[src/rtl/frame_buffer_reader_if.sv]
`default_nettype none
// ============================================================================
// Module      : frame_buffer_reader_if
// Description : Read bus between the display-side frame-buffer reader and the
//               frame-buffer RAM.
//                 ram_addr   reader -> RAM  read address
//                 ram_rd_en  reader -> RAM  read enable
//                 ram_data   RAM -> reader  3-bit {R,G,B} pixel code, valid
//                                           one cycle after ram_addr/ram_rd_en
// Revision    : 1.0 - initial release
// ============================================================================
interface frame_buffer_reader_if #(
  parameter int ADDR_W = 15
);
  logic [ADDR_W-1:0] ram_addr;
  logic              ram_rd_en;
  logic [2:0]        ram_data;

  // Reader side
  modport master (
    output ram_addr,
    output ram_rd_en,
    input  ram_data
  );

  // RAM side
  modport slave (
    input  ram_addr,
    input  ram_rd_en,
    output ram_data
  );
endinterface
`default_nettype wire

[src/rtl/frame_buffer_reader.sv]
`default_nettype none
// ============================================================================
// Module      : frame_buffer_reader
// Description : Display-side reader of the 3-bit colour frame buffer.
//               Generates VGA timing, fetches the stored IMG_W x IMG_H image
//               and shows it at the top-left of the screen; the rest of the
//               active area is painted with a background colour latched once
//               per frame from bg_code.
// Ports       : clk          pixel clock
//               rst          synchronous active-high reset
//               bg_code[2:0] background colour code {R,G,B}
//               ram          frame-buffer read bus (master side)
//               vga_hsync    active-low horizontal sync
//               vga_vsync    active-low vertical sync
//               vga_r/g/b    4-bit colour outputs
//               vga_de       active-video flag
//               frame_start  one-cycle pulse at counter position (0,0)
// Revision    : 1.0 - initial release
// ============================================================================
module frame_buffer_reader #(
  parameter int H_VIS  = 640,
  parameter int H_FP   = 16,
  parameter int H_SYNC = 96,
  parameter int H_BP   = 48,
  parameter int V_VIS  = 480,
  parameter int V_FP   = 10,
  parameter int V_SYNC = 2,
  parameter int V_BP   = 33,
  parameter int IMG_W  = 160,
  parameter int IMG_H  = 120,
  parameter int ADDR_W = 15
) (
  input  wire logic             clk,
  input  wire logic             rst,
  input  wire logic [2:0]       bg_code,
  frame_buffer_reader_if.master ram,
  output logic                  vga_hsync,
  output logic                  vga_vsync,
  output logic [3:0]            vga_r,
  output logic [3:0]            vga_g,
  output logic [3:0]            vga_b,
  output logic                  vga_de,
  output logic                  frame_start
);

  localparam int H_TOT = H_VIS + H_FP + H_SYNC + H_BP;
  localparam int V_TOT = V_VIS + V_FP + V_SYNC + V_BP;
  localparam int HW    = $clog2(H_TOT);
  localparam int VW    = $clog2(V_TOT);

  localparam logic [HW-1:0] H_LAST     = HW'(H_TOT - 1);
  localparam logic [HW-1:0] H_ACT_END  = HW'(H_VIS);
  localparam logic [HW-1:0] HS_BEG     = HW'(H_VIS + H_FP);
  localparam logic [HW-1:0] HS_END     = HW'(H_VIS + H_FP + H_SYNC);
  localparam logic [HW-1:0] IMG_X_END  = HW'(IMG_W);
  localparam logic [HW-1:0] IMG_X_LAST = HW'(IMG_W - 1);

  localparam logic [VW-1:0] V_LAST     = VW'(V_TOT - 1);
  localparam logic [VW-1:0] V_ACT_END  = VW'(V_VIS);
  localparam logic [VW-1:0] VS_BEG     = VW'(V_VIS + V_FP);
  localparam logic [VW-1:0] VS_END     = VW'(V_VIS + V_FP + V_SYNC);
  localparam logic [VW-1:0] IMG_Y_END  = VW'(IMG_H);
  localparam logic [VW-1:0] IMG_Y_LAST = VW'(IMG_H - 1);

  // Timing counters and read-address counter
  logic [HW-1:0]     h_q, h_d;
  logic [VW-1:0]     v_q, v_d;
  logic [ADDR_W-1:0] addr_q, addr_d;
  logic [2:0]        bg_q;

  // Stage 1: region flags aligned with the returning RAM data
  logic act1_q, img1_q, hs1_q, vs1_q;

  // Stage 2: pins
  logic       hs2_q, vs2_q, de2_q;
  logic [3:0] r2_q, g2_q, b2_q;

  logic       h_wrap, v_wrap;
  logic       in_active, in_image, hsync_raw, vsync_raw;
  logic       at_origin, last_pix;
  logic [2:0] code;

  always_comb begin
    h_wrap    = (h_q == H_LAST);
    v_wrap    = (v_q == V_LAST);
    h_d       = h_wrap ? '0 : h_q + HW'(1);
    v_d       = h_wrap ? (v_wrap ? '0 : v_q + VW'(1)) : v_q;

    in_active = (h_q < H_ACT_END) && (v_q < V_ACT_END);
    in_image  = (h_q < IMG_X_END) && (v_q < IMG_Y_END);
    hsync_raw = !((h_q >= HS_BEG) && (h_q < HS_END));
    vsync_raw = !((v_q >= VS_BEG) && (v_q < VS_END));

    at_origin = (h_q == '0) && (v_q == '0);
    last_pix  = (h_q == IMG_X_LAST) && (v_q == IMG_Y_LAST);

    // The image is read in raster order, so a running counter reproduces
    // v*IMG_W + h. It is cleared on the wrap into (0,0) and stops on the
    // final stored pixel so it holds that address until the next frame.
    if (h_wrap && v_wrap) begin
      addr_d = '0;
    end else if (in_image && !last_pix) begin
      addr_d = addr_q + ADDR_W'(1);
    end else begin
      addr_d = addr_q;
    end

    code = img1_q ? ram.ram_data : bg_q;
  end

  // Gated by rst so the pulse is absent while the design is held in reset.
  assign frame_start   = at_origin && !rst;
  assign ram.ram_addr  = addr_q;
  assign ram.ram_rd_en = in_image;

  always_ff @(posedge clk) begin
    if (rst) begin
      h_q    <= '0;
      v_q    <= '0;
      addr_q <= '0;
      bg_q   <= 3'b111;
      act1_q <= 1'b0;
      img1_q <= 1'b0;
      hs1_q  <= 1'b1;
      vs1_q  <= 1'b1;
      hs2_q  <= 1'b1;
      vs2_q  <= 1'b1;
      de2_q  <= 1'b0;
      r2_q   <= 4'h0;
      g2_q   <= 4'h0;
      b2_q   <= 4'h0;
    end else begin
      h_q    <= h_d;
      v_q    <= v_d;
      addr_q <= addr_d;
      if (frame_start) begin
        bg_q <= bg_code;
      end

      act1_q <= in_active;
      img1_q <= in_image;
      hs1_q  <= hsync_raw;
      vs1_q  <= vsync_raw;

      hs2_q  <= hs1_q;
      vs2_q  <= vs1_q;
      de2_q  <= act1_q;
      r2_q   <= act1_q ? {4{code[2]}} : 4'h0;
      g2_q   <= act1_q ? {4{code[1]}} : 4'h0;
      b2_q   <= act1_q ? {4{code[0]}} : 4'h0;
    end
  end

  assign vga_hsync = hs2_q;
  assign vga_vsync = vs2_q;
  assign vga_de    = de2_q;
  assign vga_r     = r2_q;
  assign vga_g     = g2_q;
  assign vga_b     = b2_q;

endmodule
`default_nettype wire
[src/flat_wrapper.sv]
// flat-port wrapper written by rule: the top's interface ports become plain ports
module frame_buffer_reader_flat 
#(
  parameter int H_VIS  = 640,
  parameter int H_FP   = 16,
  parameter int H_SYNC = 96,
  parameter int H_BP   = 48,
  parameter int V_VIS  = 480,
  parameter int V_FP   = 10,
  parameter int V_SYNC = 2,
  parameter int V_BP   = 33,
  parameter int IMG_W  = 160,
  parameter int IMG_H  = 120,
  parameter int ADDR_W = 15
)
  (clk, rst, bg_code, vga_hsync, vga_vsync, vga_r, vga_g, vga_b, vga_de, frame_start, ram_ram_addr, ram_ram_rd_en, ram_ram_data);
  frame_buffer_reader_if #(.ADDR_W(ADDR_W)) ram_i ();
  input  wire logic clk;
  input  wire logic rst;
  input  wire logic [2:0] bg_code;
  output logic vga_hsync;
  output logic vga_vsync;
  output logic [3:0] vga_r;
  output logic [3:0] vga_g;
  output logic [3:0] vga_b;
  output logic vga_de;
  output logic frame_start;
  output wire logic [$bits(ram_i.ram_addr)-1:0] ram_ram_addr;
  output wire logic [$bits(ram_i.ram_rd_en)-1:0] ram_ram_rd_en;
  input wire logic [$bits(ram_i.ram_data)-1:0] ram_ram_data;
  assign ram_ram_addr = ram_i.ram_addr;
  assign ram_ram_rd_en = ram_i.ram_rd_en;
  assign ram_i.ram_data = ram_ram_data;
  frame_buffer_reader #(.H_VIS(H_VIS), .H_FP(H_FP), .H_SYNC(H_SYNC), .H_BP(H_BP), .V_VIS(V_VIS), .V_FP(V_FP), .V_SYNC(V_SYNC), .V_BP(V_BP), .IMG_W(IMG_W), .IMG_H(IMG_H), .ADDR_W(ADDR_W)) u_core (.clk(clk), .rst(rst), .bg_code(bg_code), .ram(ram_i), .vga_hsync(vga_hsync), .vga_vsync(vga_vsync), .vga_r(vga_r), .vga_g(vga_g), .vga_b(vga_b), .vga_de(vga_de), .frame_start(frame_start));
endmodule
[config.mk]
export PLATFORM = sky130hd
export DESIGN_NAME = frame_buffer_reader_flat
export DESIGN_NICKNAME = d
export VERILOG_FILES = /design/src/rtl/frame_buffer_reader_if.sv /design/src/rtl/frame_buffer_reader.sv /design/src/flat_wrapper.sv
export SDC_FILE = /design/constraint.sdc
export NUM_CORES = 1
export LEC_CHECK = 0
export CAP_MARGIN = 20
export CORE_MARGIN = 10
export CORE_UTILIZATION = 32
export CTS_CLUSTER_SIZE = 40
export DETAILED_ROUTE_END_ITERATION = 16
export SLEW_MARGIN = 15
export SYNTH_ARGS = -nofsm -noshare
export SYNTH_HDL_FRONTEND = slang
export SYNTH_SLANG_ARGS = --single-unit
[constraint.sdc]
create_clock -name clk -period 3.05 [get_ports clk]
set_clock_uncertainty 0.05 [all_clocks]
set_input_delay 0.915 -clock clk [delete_from_list [all_inputs] [get_ports clk]]
set_output_delay 0.915 -clock clk [all_outputs]
set_load 0.01 [all_outputs]
Word-level counts from Yosys, hierarchy flattened
Cells that the tools add are included.
{"block": "totals", "reg_bits": 48, "input_bits": 8, "wordCells": 50, "output_inout_bits": 32}
{"block": "classes", "n_bitwise": 1, "n_eq_ne": 4, "n_lt_le_gt_ge": 8, "muxes": 2, "reduce_logical": 18, "n_addsub": 3}
{"op": "10-bit by 1-bit adder with 10-bit output, second input constant", "n": 2}
{"op": "10-bit == test, second input constant", "n": 2}
{"op": "10-bit zero test", "n": 2}
{"op": "10-bit < comparator, second input constant", "n": 2}
{"op": "10-bit by 9-bit < comparator with 1-bit output, second input constant", "n": 2}
{"op": "15-bit by 1-bit adder with 15-bit output, second input constant", "n": 1}
{"op": "10-bit by 7-bit == test with 1-bit output, second input constant", "n": 1}
{"op": "10-bit by 8-bit == test with 1-bit output, second input constant", "n": 1}
{"op": "10-bit >= comparator, second input constant", "n": 1}
{"op": "10-bit by 9-bit >= comparator with 1-bit output, second input constant", "n": 1}
{"op": "10-bit by 7-bit < comparator with 1-bit output, second input constant", "n": 1}
{"op": "10-bit by 8-bit < comparator with 1-bit output, second input constant", "n": 1}
{"op": "10-bit 2-to-1 mux", "n": 1}
{"op": "1-bit logical AND", "n": 9}
{"op": "2-bit OR reduction", "n": 3}
{"op": "1-bit zero test", "n": 4}
{"op": "3-bit 2-to-1 mux", "n": 1}
{"op": "1-bit NOT", "n": 1}

Logic depth before layout (Yosys ltp)
Gate-level depths: netlist of the first run.
{"block": "depth", "depth_word": 4, "mapped_depth": 7, "mapped_depth_nobuf": 6}

Worst setup path after synthesis of the first run
Ideal clock, no wire load.
{"block": "synth_timing", "kind": "register -> output", "from": "register u_core.v_q[8]", "to": "output port frame_start", "path_stages_with_launch": 4, "n_path_buf": 0, "slack_ps": 494, "arrival_time_ps": 1591, "t_required_ps": 2085, "path_cell_list": "dfxtp_1 or4_4 nor4b_2 nor2b_1"}
{"block": "synth_via", "elab_chain_len": 3}
{"item": "start, declared", "line_no": "frame_buffer_reader.sv:67", "source": "logic [VW-1:0] v_q, v_d;"}
{"item": "start signal, assigned", "line_no": "frame_buffer_reader.sv:134", "source": "v_q <= v_d;"}
{"item": "10-bit zero test", "line_no": "frame_buffer_reader.sv:94", "source": "at_origin = (h_q == '0) && (v_q == '0);"}
{"item": "1-bit logical AND", "line_no": "frame_buffer_reader.sv:94"}
{"item": "1-bit logical AND", "line_no": "frame_buffer_reader.sv:112", "source": "assign frame_start = at_origin && !rst;"}
{"item": "end, declared", "line_no": "flat_wrapper.sv:27", "source": "output logic frame_start;"}
No other way between the ends.

Final worst setup path of the first run
{"block": "layout_timing", "from": "register u_core.v_q[9]", "to": "output port ram_ram_rd_en"}
{"block": "layout_via", "elab_chain_len": 2}
{"item": "10-bit by 7-bit < comparator with 1-bit output", "line_no": "frame_buffer_reader.sv:90", "source": "in_image = (h_q < IMG_X_END) && (v_q < IMG_Y_END);"}
{"item": "1-bit logical AND", "line_no": "frame_buffer_reader.sv:90"}
{"item": "end, declared", "line_no": "flat_wrapper.sv:29", "source": "output wire logic [$bits(ram_i.ram_rd_en)-1:0] ram_ram_rd_en;"}
No other way between the ends.

==> qor_table.md, run 1 <==
| Quantity | This run | Unit |
|:---|:---|:---|
| Outcome | finished clean | - |
| Maximum VDD drop | 169 | µV |
| Number of antenna cells inserted | 0 | - |
| Start of the worst register-to-register path | u_core.h_q[0] | - |
| Launching element type of the critical path | flop | - |
| Headroom to the max-slew limit | 57.9 | % |
| Number of distinct standard cells referenced by the synthesized netlist | 42 | - |
| Clock Pin Slew Worst Setup and Hold Paths | 0.09 | ns |
| Sequential group share of total power | 52.4 | % |
| First-pass GRT wire length | 8350 | µm |
| Per-cell routed wire length | 12.3 | µm |
| Net Sw Frac | 20.9 | % |
| Worst Setup Slack, final | 0.180 | ns |
| HP Class | reg -> reg | - |
| Clk Tree Root Cell | clkbuf_8 | - |
| Pin count of the biggest net entering global routing | 23 | - |
| DRC | 0 | - |
| Min Hold Slack | 0.363 | ns |
| Switching power of the nets | 0.262 | mW |
| Area of all sequential standard cells | 961 | µm² |
| Yosys warnings | 0 | - |
| Fill cells | 703 | - |
| Routability cong. | 0.845 | - |
| Dominant cell by count in the synthesized netlist | dfxtp_1 | - |
| Total detailed-routing wirelength | 4800 | µm |
| Endpoint kind of the worst setup timing path | output port | - |
| Share of final-layout standard cells stronger than drive strength 1 | 8.78 | % |
| Initial detailed-routing violation count | 95 | - |
| Top cells by area in the synthesized netlist | dfxtp_1 (43%), xor2_1 (5.8%), nor2_1 (5.0%), ha_1 (3.3%), and3_1 (3.1%) | - |
| Average cell area after synthesis | 8.81 | µm² |
| Final Critical Period | 2.87 | ns |
| Synthesized net count | 270 | - |
| Die area | 10800 | µm² |
| RSZ-0062 raised after global routing | false | - |
| Cell Count, Final, Fillers Out | 392 | - |
| Antenna violations before repair | 0 | - |
| Maximum number of buffers from clock root to sink | 2 | - |
| TritonCTS clock tree | yes | - |
| Cells after synthesis | 256 | - |
| Number of vias in the routed layout | 1875 | - |
| Cell taking the most area after synthesis | dfxtp_1 | - |
| Post-route fraction of the period consumed by the critical path | 94.1 | % |
| Buffers inserted during post-CTS setup optimization | 0 | - |
| Number of hold violations in the final report | 0 | - |
| Flops & latches, synth | 48 | - |
| Number of enable-type register cells in the synthesized netlist | 0 | - |
| Clock H-tree levels | 2 | - |
| Start point of the critical path | u_core.v_q[9] | - |
| Count of max-cap constraint violations | 0 | - |
| Count of antenna-violating nets left after detailed routing | 0 | - |
| Post-layout instance area | 2890 | µm² |
| Post-layout utilization of the core | 42.2 | % |
| Initial standard-cell utilization of the core | 33.0 | % |
| Number of pins exceeding their max-slew limit in the final report | 0 | - |
| Area share of the largest cell type after synthesis | 42.6 | % |
| Detailed placer's ending HPWL | 3610 | µm |
| Clk sink count | 48 | - |
| Data required time at the worst endpoint | 2.08 | ns |
| Int Pwr | 0.992 | mW |
| Setup TNS | 0 | ns |
| Area growth, synth to finish | 28.0 | % |
| Asr flop ratio synth | 0 | % |
| Top-level I/O count | 40 | - |
| Via-to-Cell Ratio | 4.78 | - |
| Slew @ Worst Pin | 0.631 | ns |
| PnR Total Power | 1.25 | mW |
| Sequential fraction of the synthesis area | 42.6 | % |
| Residual overflow from global routing | 0 | - |
| Global routing usage summed across all routing layers | 8.94 | % |
| # port buffers | 39 | - |
| Die Y-Extent | 104 | µm |
| Final setup vio count | 0 | - |
| Worst Min Path Start | u_core.hs1_q | - |
| Cell count after placement | 384 | - |
| Dominant synthesized flop cell | dfxtp_1 | - |
| Max FO, Critical Path | 5 | - |
| Portion of total power attributed to combinational logic | 8.3 | % |
| Maximum clock rate | 348 | MHz |
| Source-to-sink clock delay at the later pin of the worst-skew pair | 0.30 | ns |
| Cell row count | 30 | - |
| # nets final | 309 | - |
| Multi-input combinational cell area | 1170 | µm² |
| Area of the core region | 6830 | µm² |
| Placement Cell Area | 2750 | µm² |
| Most instantiated cells after synthesis | dfxtp_1 (48), nor2_1 (30), xor2_1 (15) | - |
| Number of optimization iterations in the first detailed-route pass | 4 | - |
| Horiz. Die Dim | 104 | µm |
| Static leakage power | 1.11 | nW |
| Summed instance area of the synthesized netlist | 2250 | µm² |
| Vias in the first global route | 1770 | - |
| Power per standard cell area | 435 | nW/µm² |
| Number of CTS-inserted buffers | 5 | - |
| Setup WS pre-CTS | 0.0935 | ns |
| Arrival time of the worst setup path | 1.91 | ns |
| Share of total power in the clock network | 39.3 | % |
| Path type of the worst setup path | reg -> out | - |
[power groups by stage]
| stage | sequential [mW] | clock [mW] | combinational (mW) |
|---|---|---|---|
| after floorplan | 0.673 | 0 | 0.0573 |
| after global placement | 0.672 | 0 | 0.104 |
| after detailed placement | 0.672 | 0 | 0.105 |
| after CTS | 0.657 | 0.514 | 0.107 |
| after global routing | 0.661 | 0.530 | 0.115 |
| final | 0.657 | 0.493 | 0.104 |
[placed cells by master, fill, tap and decap left out, drive strengths merged, types with 6 or more instances in the layout]
master and n:
nand2 12, o21ai 11, nor2 30, buf 11
inv 9, dfxtp 48, or3 9, clkbuf 7
nand3 11, nor2b 6, xor2 15, a21oi 11
ha 6, and3 11, clkdlybuf4s50 37, nor3 6
[cells by family after synthesis]
kind of cell / Yosys count / share of synthesized area, %
AOI/OAI and AO/OA: 38 / 10.5
buffers and inverters: 27 / 5.99
xor gates and xnor gates: 19 / 7.38
adders and majority gates: 6 / 3.33
and+or+nand+nor: 114 / 28.4
DFF: 48 / 42.6
muxes: 4 / 1.78
[worst paths after layout]
| check | endpoint | slack, ns | cells after the start |
|---|---|---|---|
| worst max-delay path | ram_ram_rd_en | 0.18 | 4 |
| worst min-delay path | u_core.vga_hsync | 0.36 | 1 |
| worst max register to register | u_core.v_q[9] | 0.78 | 6 |
| worst min register to register | u_core.vga_hsync | 0.36 | 1 |
[flip-flops by register name, indices dropped and copies added (netlist names)]
register             flops
u_core.ram.ram_addr     15
u_core.h_q              10
u_core.v_q              10
u_core.bg_q              3
u_core.act1_q            1
u_core.hs1_q             1
u_core.img1_q            1
u_core.vga_b             1
u_core.vga_de            1
u_core.vga_g             1
u_core.vga_hsync         1
u_core.vga_r             1
u_core.vga_vsync         1
u_core.vs1_q             1
[routing by layer]
metal	share of wire [%]	wire length, µm	global-route usage, %	vias up
li1	-	-	-	964
met1	47	2260	11.1	861
met2	46	2190	14.0	43
met3	5.2	249	2.60	7
met4	2.0	97	4.08	0
met5	0	0	0	-
[final cells by class]
cell class	instances	area share, %
well taps	96	4.16
clock buffers	7	3.34
multi-input cells	181	40.7
inverters	9	1.17
repair buffers	50	16.3
clock inverters	1	1.04
flip-flops and latches	48	33.3
[critical path, cell delays in order (launching register included)]
cell           delay [ns]
dfxtp_1              0.35
or4_4                0.56
nor3_4               0.19
a21boi_1             0.22
dlygate4sd2_1        0.30
[timing repair]
action                     4_1_cts  5_1_grt
gates resized for setup          5        0
hold buffers                     0        0
setup endpoints to repair        2        0
(Power assumes the default switching activity.)
==> run 2: changes to the inputs <==
- ABC_CLOCK_PERIOD_IN_PS: default -> 3050
==> results of run 2 <==
No change in the layout: final DEF, timing and power equal those of run 1.
